## src/rtl/adder_rr_arbiter.sv

```systemverilog
// rtl/adder_rr_arbiter.sv - round-robin arbiter sharing one ripple-carry adder among requesters
// Result is registered in a one-entry valid/ready output stage.

module ripple_carry_adder #(
  parameter int LENGTH = 16
) (
  input  logic [LENGTH-1:0] a_i,
  input  logic [LENGTH-1:0] b_i,
  input  logic              carry_i,
  output logic [LENGTH-1:0] sum_o,
  output logic              carry_o
);

  logic [LENGTH:0] c;

  assign c[0] = carry_i;

  for (genvar i = 0; i < LENGTH; i++) begin : g_bit
    assign sum_o[i]  = a_i[i] ^ b_i[i] ^ c[i];
    assign c[i+1]    = (a_i[i] & b_i[i]) | (c[i] & (a_i[i] ^ b_i[i]));
  end

  assign carry_o = c[LENGTH];

endmodule

module adder_rr_arbiter #(
  parameter int LENGTH  = 16,
  parameter int NUM_REQ = 4,
  parameter int ID_W    = $clog2(NUM_REQ)
) (
  input  logic                             clk_i,
  input  logic                             rst_ni,
  input  logic [NUM_REQ-1:0]               req_valid_i,
  output logic [NUM_REQ-1:0]               req_ready_o,
  input  logic [NUM_REQ-1:0][LENGTH-1:0]   req_a_i,
  input  logic [NUM_REQ-1:0][LENGTH-1:0]   req_b_i,
  output logic                             rsp_valid_o,
  input  logic                             rsp_ready_i,
  output logic [LENGTH-1:0]                rsp_sum_o,
  output logic                             rsp_carry_o,
  output logic [ID_W-1:0]                  rsp_id_o
);

  logic [ID_W-1:0]   ptr_q, ptr_d;
  logic              rsp_valid_q, rsp_valid_d;
  logic [LENGTH-1:0] rsp_sum_q, rsp_sum_d;
  logic              rsp_carry_q, rsp_carry_d;
  logic [ID_W-1:0]   rsp_id_q, rsp_id_d;

  logic              any_valid;
  logic [ID_W-1:0]   grant_idx;
  logic              accept;
  logic [LENGTH-1:0] a_sel, b_sel, add_sum;
  logic              add_carry;

  // First valid requester at or after ptr, wrapping modulo NUM_REQ.
  always_comb begin : grant_search
    int idx;
    logic [ID_W-1:0] cand;
    idx       = 0;
    cand      = '0;
    any_valid = 1'b0;
    grant_idx = '0;
    for (int k = 0; k < NUM_REQ; k++) begin
      idx = int'(ptr_q) + k;
      if (idx >= NUM_REQ) idx = idx - NUM_REQ;
      cand = ID_W'(idx);
      if (!any_valid && req_valid_i[cand]) begin
        any_valid = 1'b1;
        grant_idx = cand;
      end
    end
  end

  // rst_ni gates accept so no ready is offered while held in reset.
  assign accept      = any_valid & rst_ni & (~rsp_valid_q | rsp_ready_i);
  assign req_ready_o = accept ? (NUM_REQ'(1) << grant_idx) : '0;

  assign a_sel = req_a_i[grant_idx];
  assign b_sel = req_b_i[grant_idx];

  ripple_carry_adder #(
    .LENGTH (LENGTH)
  ) u_adder (
    .a_i     (a_sel),
    .b_i     (b_sel),
    .carry_i (1'b0),
    .sum_o   (add_sum),
    .carry_o (add_carry)
  );

  always_comb begin
    ptr_d       = ptr_q;
    rsp_valid_d = rsp_valid_q;
    rsp_sum_d   = rsp_sum_q;
    rsp_carry_d = rsp_carry_q;
    rsp_id_d    = rsp_id_q;
    if (accept) begin
      rsp_valid_d = 1'b1;
      rsp_sum_d   = add_sum;
      rsp_carry_d = add_carry;
      rsp_id_d    = grant_idx;
      ptr_d       = (grant_idx == ID_W'(NUM_REQ - 1)) ? '0 : grant_idx + ID_W'(1);
    end else if (rsp_valid_q && rsp_ready_i) begin
      rsp_valid_d = 1'b0;
    end
  end

  always_ff @(posedge clk_i or negedge rst_ni) begin
    if (!rst_ni) begin
      ptr_q       <= '0;
      rsp_valid_q <= 1'b0;
      rsp_sum_q   <= '0;
      rsp_carry_q <= 1'b0;
      rsp_id_q    <= '0;
    end else begin
      ptr_q       <= ptr_d;
      rsp_valid_q <= rsp_valid_d;
      rsp_sum_q   <= rsp_sum_d;
      rsp_carry_q <= rsp_carry_d;
      rsp_id_q    <= rsp_id_d;
    end
  end

  assign rsp_valid_o = rsp_valid_q;
  assign rsp_sum_o   = rsp_sum_q;
  assign rsp_carry_o = rsp_carry_q;
  assign rsp_id_o    = rsp_id_q;

endmodule

```

## config.mk

```make
export PLATFORM = sky130hd
export DESIGN_NAME = adder_rr_arbiter
export DESIGN_NICKNAME = d
export VERILOG_FILES = /design/src/rtl/adder_rr_arbiter.sv
export SDC_FILE = /design/constraint.sdc
export NUM_CORES = 1
export LEC_CHECK = 0
export ABC_AREA = 0
export CAP_MARGIN = 20
export CORE_MARGIN = 2
export CORE_UTILIZATION = 37
export DETAILED_ROUTE_END_ITERATION = 8
export PLACE_DENSITY_LB_ADDON = 0.15
export SLEW_MARGIN = 10
export SYNTH_ARGS = -nofsm -noshare
export SYNTH_HDL_FRONTEND = slang
export SYNTH_SLANG_ARGS = --single-unit
```

## constraint.sdc

```tcl
create_clock -name clk_i -period 9.5 [get_ports clk_i]
set_clock_uncertainty 0.05 [all_clocks]
set_input_delay 1.425 -clock clk_i [delete_from_list [all_inputs] [get_ports clk_i]]
set_output_delay 1.425 -clock clk_i [all_outputs]
set_load 0.03 [all_outputs]
```

# Yosys cells after proc, flatten, opt, wreduce, memory -nomap -nowiden

Cells that the tools add are included.

Register bits after elaboration: 22
Input port bits: 135
Output and inout port bits: 24
Word-level logic and storage cells: 141

Add/subtract/negate cells: 8
Magnitude comparators: 9
Equality and inequality tests: 1
Shift-type cells: 1
Multiplexer cells: 28
Bitwise operators: 81
Reductions and logical operators: 8

Operators by type and width:

| operator                                                           | number |
|---|---|
| binary-select mux 16 bit (select 2 bit)                            | 2 |
| AND 1 bit                                                          | 33 |
| two-way mux 16 bit                                                 | 2 |
| XOR 1 bit                                                          | 31 |
| two-way mux 2 bit                                                  | 9 |
| bitwise OR 1 bit                                                   | 16 |
| less-than comparator 2 x 3 -> 1 bit (second input constant)        | 5 |
| two-way mux 1 bit                                                  | 10 |
| greater-or-equal comparator 3 bit (second input constant)          | 3 |
| binary-select mux 1 bit (select 2 bit)                             | 4 |
| subtractor 2 x 1 -> 2 bit (second input constant)                  | 4 |
| adder 2 x 2 -> 3 bit (second input constant)                       | 2 |
| logical AND 1 bit                                                  | 4 |
| two-way mux 4 bit                                                  | 1 |
| left shift 1 x 2 -> 4 bit (first input constant)                   | 1 |
| adder 2 x 1 -> 3 bit (second input constant)                       | 1 |
| greater-or-equal comparator 2 x 3 -> 1 bit (second input constant) | 1 |
| zero test 1 bit                                                    | 3 |
| adder 2 x 1 -> 2 bit (second input constant)                       | 1 |
| == test 2 bit (second input constant)                              | 1 |
| nonzero test 2 bit                                                 | 1 |
| NOT 1 bit                                                          | 1 |

# Longest topological paths before layout

Gate-level depths: netlist (run 1).

Word-level depth: 47
Depth in mapped cells: 27

# Modules after synthesis

From an unflattened synthesis (run 1), not the netlist that was laid out.

Cell total of the unflattened synthesis: 203
Area total of the unflattened synthesis: 2369.8 um^2

Modules (own cells, without submodules):

| module             | times used | cells an instance | area an instance (um^2) |
|---|---|---|---|
| adder_rr_arbiter   | 1          | 177               | 2011.9 |
| ripple_carry_adder | 1          | 26                | 357.8 |

# Least setup slack after synthesis (run 1)

Ideal clock, no wire load.

Path type: input to register
Start: in req_valid_i[2]
End: reg rsp_sum_q[15], in the netlist rsp_sum_o[15]
Library setup time: 0.125 ns
Arrival: 8.070 ns
Required time: 9.325 ns
Path slack: 1.256 ns
Stages on the path: 25
Cell sequence: mux2i_1 > o32ai_1 > or2_1 > inv_2 > buf_2 > mux2i_1 > ha_1 > fa_1 > fa_1 > fa_1 > inv_1 > fa_1 > fa_1 > fa_1 > fa_1 > fa_1 > fa_1 > fa_1 > fa_1 > fa_1 > fa_1 > fa_1 > inv_1 > fa_1 > mux2_2

Cells in the longest elaborated chain, start to end: 44
Elaborated cells on any way between the ends: 87
Classes of those cells: mux: 20; bitwise: 61; reduce/logical: 6

RTL lines:

| item                                    | line | source |
|---|---|---|
| from (decl)                             | 34   | `input logic [NUM_REQ-1:0] req_valid_i,` |
| binary-select mux 1 bit (select 2 bit)  | 69   | `if (!any_valid && req_valid_i[cand]) begin` |
| two-way mux 1 bit (implied by the code) | 69   |  |
| two-way mux 1 bit                       | 69   |  |
| zero test 1 bit                         | 69   |  |
| logical AND 1 bit                       | 69   |  |
| two-way mux 1 bit                       | 69   |  |
| zero test 1 bit                         | 69   |  |
| logical AND 1 bit                       | 69   |  |
| [... 4 more ...]                        | -    |  |
| net grant_idx[0]                        | 52   | `logic [ID_W-1:0] grant_idx;` |
| [... 25 more ...]                       | -    |  |
| AND 1 bit                               | 20   | `assign c[i+1] = (a_i[i] & b_i[i]) \| (c[i] & (a_i[i] ^ b_i[i]));` |
| bitwise OR 1 bit                        | 20   |  |
| AND 1 bit                               | 20   |  |
| bitwise OR 1 bit                        | 20   |  |
| AND 1 bit                               | 20   |  |
| bitwise OR 1 bit                        | 20   |  |
| XOR 1 bit *                             | 19   | `assign sum_o[i] = a_i[i] ^ b_i[i] ^ c[i];` |
| net add_sum[15]                         | 54   | `logic [LENGTH-1:0] a_sel, b_sel, add_sum;` |
| to (signal assigned)                    | 120  | `rsp_sum_q <= rsp_sum_d;` |
| to (decl)                               | 47   | `logic [LENGTH-1:0] rsp_sum_q, rsp_sum_d;` |

Mark *: on every way through the listed nets, which the timed path passes. The rest lies on a longest branch. The select of a mux whose other input is x is not followed.
A chain may end at the register's enable or synchronous reset.

# Worst setup path in the final report (run 1)

Start: in req_valid_i[0]
End: reg rsp_sum_q[15], in the netlist rsp_sum_o[15]

Cells in the longest elaborated chain, start to end: 44
Elaborated cells on any way between the ends: 87
Classes of those cells: mux: 20; bitwise: 61; reduce/logical: 6

RTL lines:

| item                                    | line |
|---|---|
| binary-select mux 1 bit (select 2 bit)  | 69 |
| two-way mux 1 bit (implied by the code) | 69 |
| two-way mux 1 bit                       | 69 |
| zero test 1 bit                         | 69 |
| logical AND 1 bit                       | 69 |
| two-way mux 1 bit                       | 69 |
| zero test 1 bit                         | 69 |
| logical AND 1 bit                       | 69 |
| [... 29 more ...]                       | - |
| AND 1 bit                               | 20 |
| bitwise OR 1 bit                        | 20 |
| AND 1 bit                               | 20 |
| bitwise OR 1 bit                        | 20 |
| AND 1 bit                               | 20 |
| bitwise OR 1 bit                        | 20 |
| XOR 1 bit *                             | 19 |
| net add_sum[15]                         | 54 |

Marks and branches as above.

==> flow_metrics.tcl, run 1 <==
set metrics [dict create \
    multi_input_area_um2 1680 \
    diodes 0 \
    slew_violations 0 \
    synth_cells 216 \
    syn_area_um2 2410 \
    switching_share_pct 43.0 \
    slowest_stage "clkdlybuf4s50_1" \
    antenna_found_initial 0 \
    clkTransAtPathRegs_ns 0.08 \
    final-hold-violation-count 0 \
    fin_crit_sh_pct 92.0 \
    post_cts_resized 0 \
    crit_type "input pin to flop" \
    period_needed_ns 8.74 \
    min_from "rsp_id_o[1]" \
    via_count 2138 \
    cts.hold.buffers_added 0 \
    max_freq_ghz 0.114 \
    root_buffer "clkbuf_8" \
    end_kind "flop" \
    areaGrowthSynthToFinish_pct 67.7 \
    synth_cell_types 29 \
    ys_ff_latch 22 \
    cts_buffer_depth 2 \
    p_leak_nw 1.75 \
    dr.pass1.iters 4 \
    cts_tree "built" \
    crit_required_ns 9.60 \
    power_switching_mw 0.368 \
    whs_ns 0.434 \
    drive_gt1_share_pct 11.7 \
    grt_max_degree 39 \
    ys_warn_count 0 \
    gp_congestion 0.813 \
    rsz0062_at_grt "no" \
    synth_area_per_cell_um2 11.2 \
    p_seq_share_pct 19.0 \
    finalSetupViolations 0 \
    crit_path_max_fanout 13 \
    cts_max_level 1 \
    status "finished clean" \
    fill_cells 555 \
    ff2ff_path_depth 24 \
    cts-buffers-inserted 3 \
    io_pins 159 \
    core_area_um2 6310 \
    fin_tns_setup_ns 0 \
    stdcell_count 446 \
    hold_path_depth 2 \
    wl_per_cell_um 15.1 \
    drc 0 \
    grt_pass1_wl_um 10900 \
    viasPerCell 4.79 \
    drtAntennaViolNets 0 \
    syn_nets 371 \
    dieArea_um2 7190 \
    path_delay_family "adder cells" \
    crit_path_start_kind "input pin" \
    min_path_type "flop to flop" \
    drt_wl_total_um 6720 \
    tightestPinTransition_ns 0.602 \
    ys_seq_area_share_pct 22.8 \
    grt_remaining_overflow 0 \
    die_h_um 84.8 \
    cpMostUsedCell "fa_1" \
    arrival_ns 8.85 \
    cp.depth 25 \
    p_int_mw 0.486 \
    critPathBufInv 5 \
    startpoint "req_valid_i[0]" \
    cts.sinks 22 \
    slowest_delay_ns 0.50 \
    slew_headroom_pct 59.8 \
    post_cts_buffers 0 \
    placementRows 29 \
    fin_nets 525 \
    regArea_um2 551 \
    grt_pass1_vias 2306 \
    clockPowerShare_pct 8.0 \
    placedCellCount 442 \
    start_util_pct 38.2 \
    power.density_nw_per_um2 211 \
    ir_worst_vdd_mv 0.132 \
    first_iter_violations 22 \
    pwr-share-comb_pct 72.9 \
    die_x_um 84.8 \
    portBuffers 158 \
    report.power.total_mw 0.854 \
    r2r_start "ptr_q[1]" \
    clk_latency_ns 0.26 \
    dpl.hpwl_um 5700 \
    cap_violations 0 \
    track_usage_pct 19.0 \
]
## cell families (layout without fill, tap and decap cells)
kind of cell | after synthesis | after routing | synth area share (%)
AO/OA/AOI/OAI | 23 | 23 | 6.22
adder cells (fa/ha/maj) | 20 | 20 | 15.0
buffers and inverters | 26 | 179 | 7.72
flip-flops | 22 | 22 | 22.8
multiplexers | 104 | 104 | 44.6
AND/OR/NAND/NOR | 21 | 21 | 3.58
## cell type report
class | instances | area share [%]
Multi-Input combinational cell | 168 | 41.4
Timing Repair Buffer | 164 | 40.2
Sequential cell | 22 | 13.6
Tap cell | 77 | 2.38
Clock buffer | 4 | 1.36
Inverter | 11 | 1.02
## per-layer routing
metal	GRT usage, %	routed length, um	share of wire [%]	up-vias
met1	22.2	2550	38	979
met4	4.04	68	1.0	0
met5	0	0	0	-
met3	4.03	424	6.3	7
met2	35.4	3670	55	80
li1	-	-	-	1072
## worst reg2reg max path, cell delays in order (launching register included)
cell and delay (ns):
dfrtp_1 0.48, mux2i_1 0.21, o32ai_1 0.11, or2_1 0.29
inv_2 0.13, buf_4 0.25, mux2i_1 0.26, fa_1 0.22
fa_1 0.18, fa_1 0.16, inv_1 0.05, fa_1 0.37
fa_1 0.41, fa_1 0.40, fa_1 0.41, fa_1 0.41
fa_1 0.43, fa_1 0.40, fa_1 0.39, fa_1 0.39
fa_1 0.39, fa_1 0.37, inv_1 0.07, fa_1 0.40
mux2_2 0.26
## final timing paths
path,to,slack (ns)
max,rsp_sum_o[15],0.76
min,rsp_id_o[1],0.43
max reg2reg,rsp_sum_o[15],1.89
min reg2reg,rsp_id_o[1],0.43
max in group asynchronous,rsp_sum_o[3],7.69
min in group asynchronous,rsp_sum_o[10],1.47
## power by group through the flow
stage                     clock, mW  sequential, mW  combinational [mW]
after floorplan                   0           0.240               0.361
after global placement            0           0.162               0.623
after detailed placement          0           0.164               0.635
after CTS                    0.0699           0.163               0.636
after global routing         0.0748           0.168               0.691
final                        0.0685           0.163               0.623
## flip-flops by register name, summed over array words and instances (netlist names)
signal / cells
rsp_id_o: 2
rsp_carry_o: 1
ptr_q: 2
rsp_valid_o: 1
rsp_sum_o: 16
## synthesized netlist by cell type
cell	count	share of area, %
a211oi_1	1	0.31
a21o_1	1	0.31
a21oi_1	3	0.62
a21oi_2	1	0.36
buf_12	1	0.83
buf_2	4	0.83
buf_4	1	0.31
buf_6	5	2.3
buf_8	2	1.2
clkbuf_1	1	0.16
clkbuf_4	1	0.31
dfrtp_1	22	23
fa_1	15	12
ha_1	5	2.6
inv_1	9	1.4
inv_2	2	0.31
mux2_1	1	0.47
mux2_2	28	13
mux2i_1	75	31
nand2_1	14	2.2
nand2b_1	2	0.52
nor2_1	4	0.62
o21ai_0	12	2.5
o21ai_1	1	0.21
o21ai_2	1	0.36
o2bb2a_4	1	0.83
o32ai_1	1	0.36
o41ai_1	1	0.36
or2_1	1	0.26
## metrics by stage
step	util (%)	cell area [um2]	setup WS (ns)
global route	64.1	4050	0.489
global placement	63.2	3990	0.602
detailed placement	63.2	3990	0.491
finish	64.1	4050	0.757
floorplan	-	2410	1.26
CTS	64.1	4050	0.750
## cells in the final DEF, fill, tap and decap left out, types with 5 or more instances in the layout
cell type,instances
clkdlybuf4s50_1,158
mux2i_1,75
mux2_2,28
dfrtp_1,22
fa_1,15
nand2_1,14
o21ai_0,12
inv_1,9
buf_4,6
ha_1,5
Power figures use the tool's default switching activity.
==> run 2: changes to the inputs <==
--- a/config.mk
+++ b/config.mk
@@ -10,6 +10,7 @@
 export CORE_MARGIN = 2
 export CORE_UTILIZATION = 37
 export DETAILED_ROUTE_END_ITERATION = 8
+export HOLD_SLACK_MARGIN = 0.05
 export PLACE_DENSITY_LB_ADDON = 0.15
 export SLEW_MARGIN = 10
 export SYNTH_ARGS = -nofsm -noshare
==> results of run 2 <==
Final layout, timing and power as in run 1 (identical DEF).
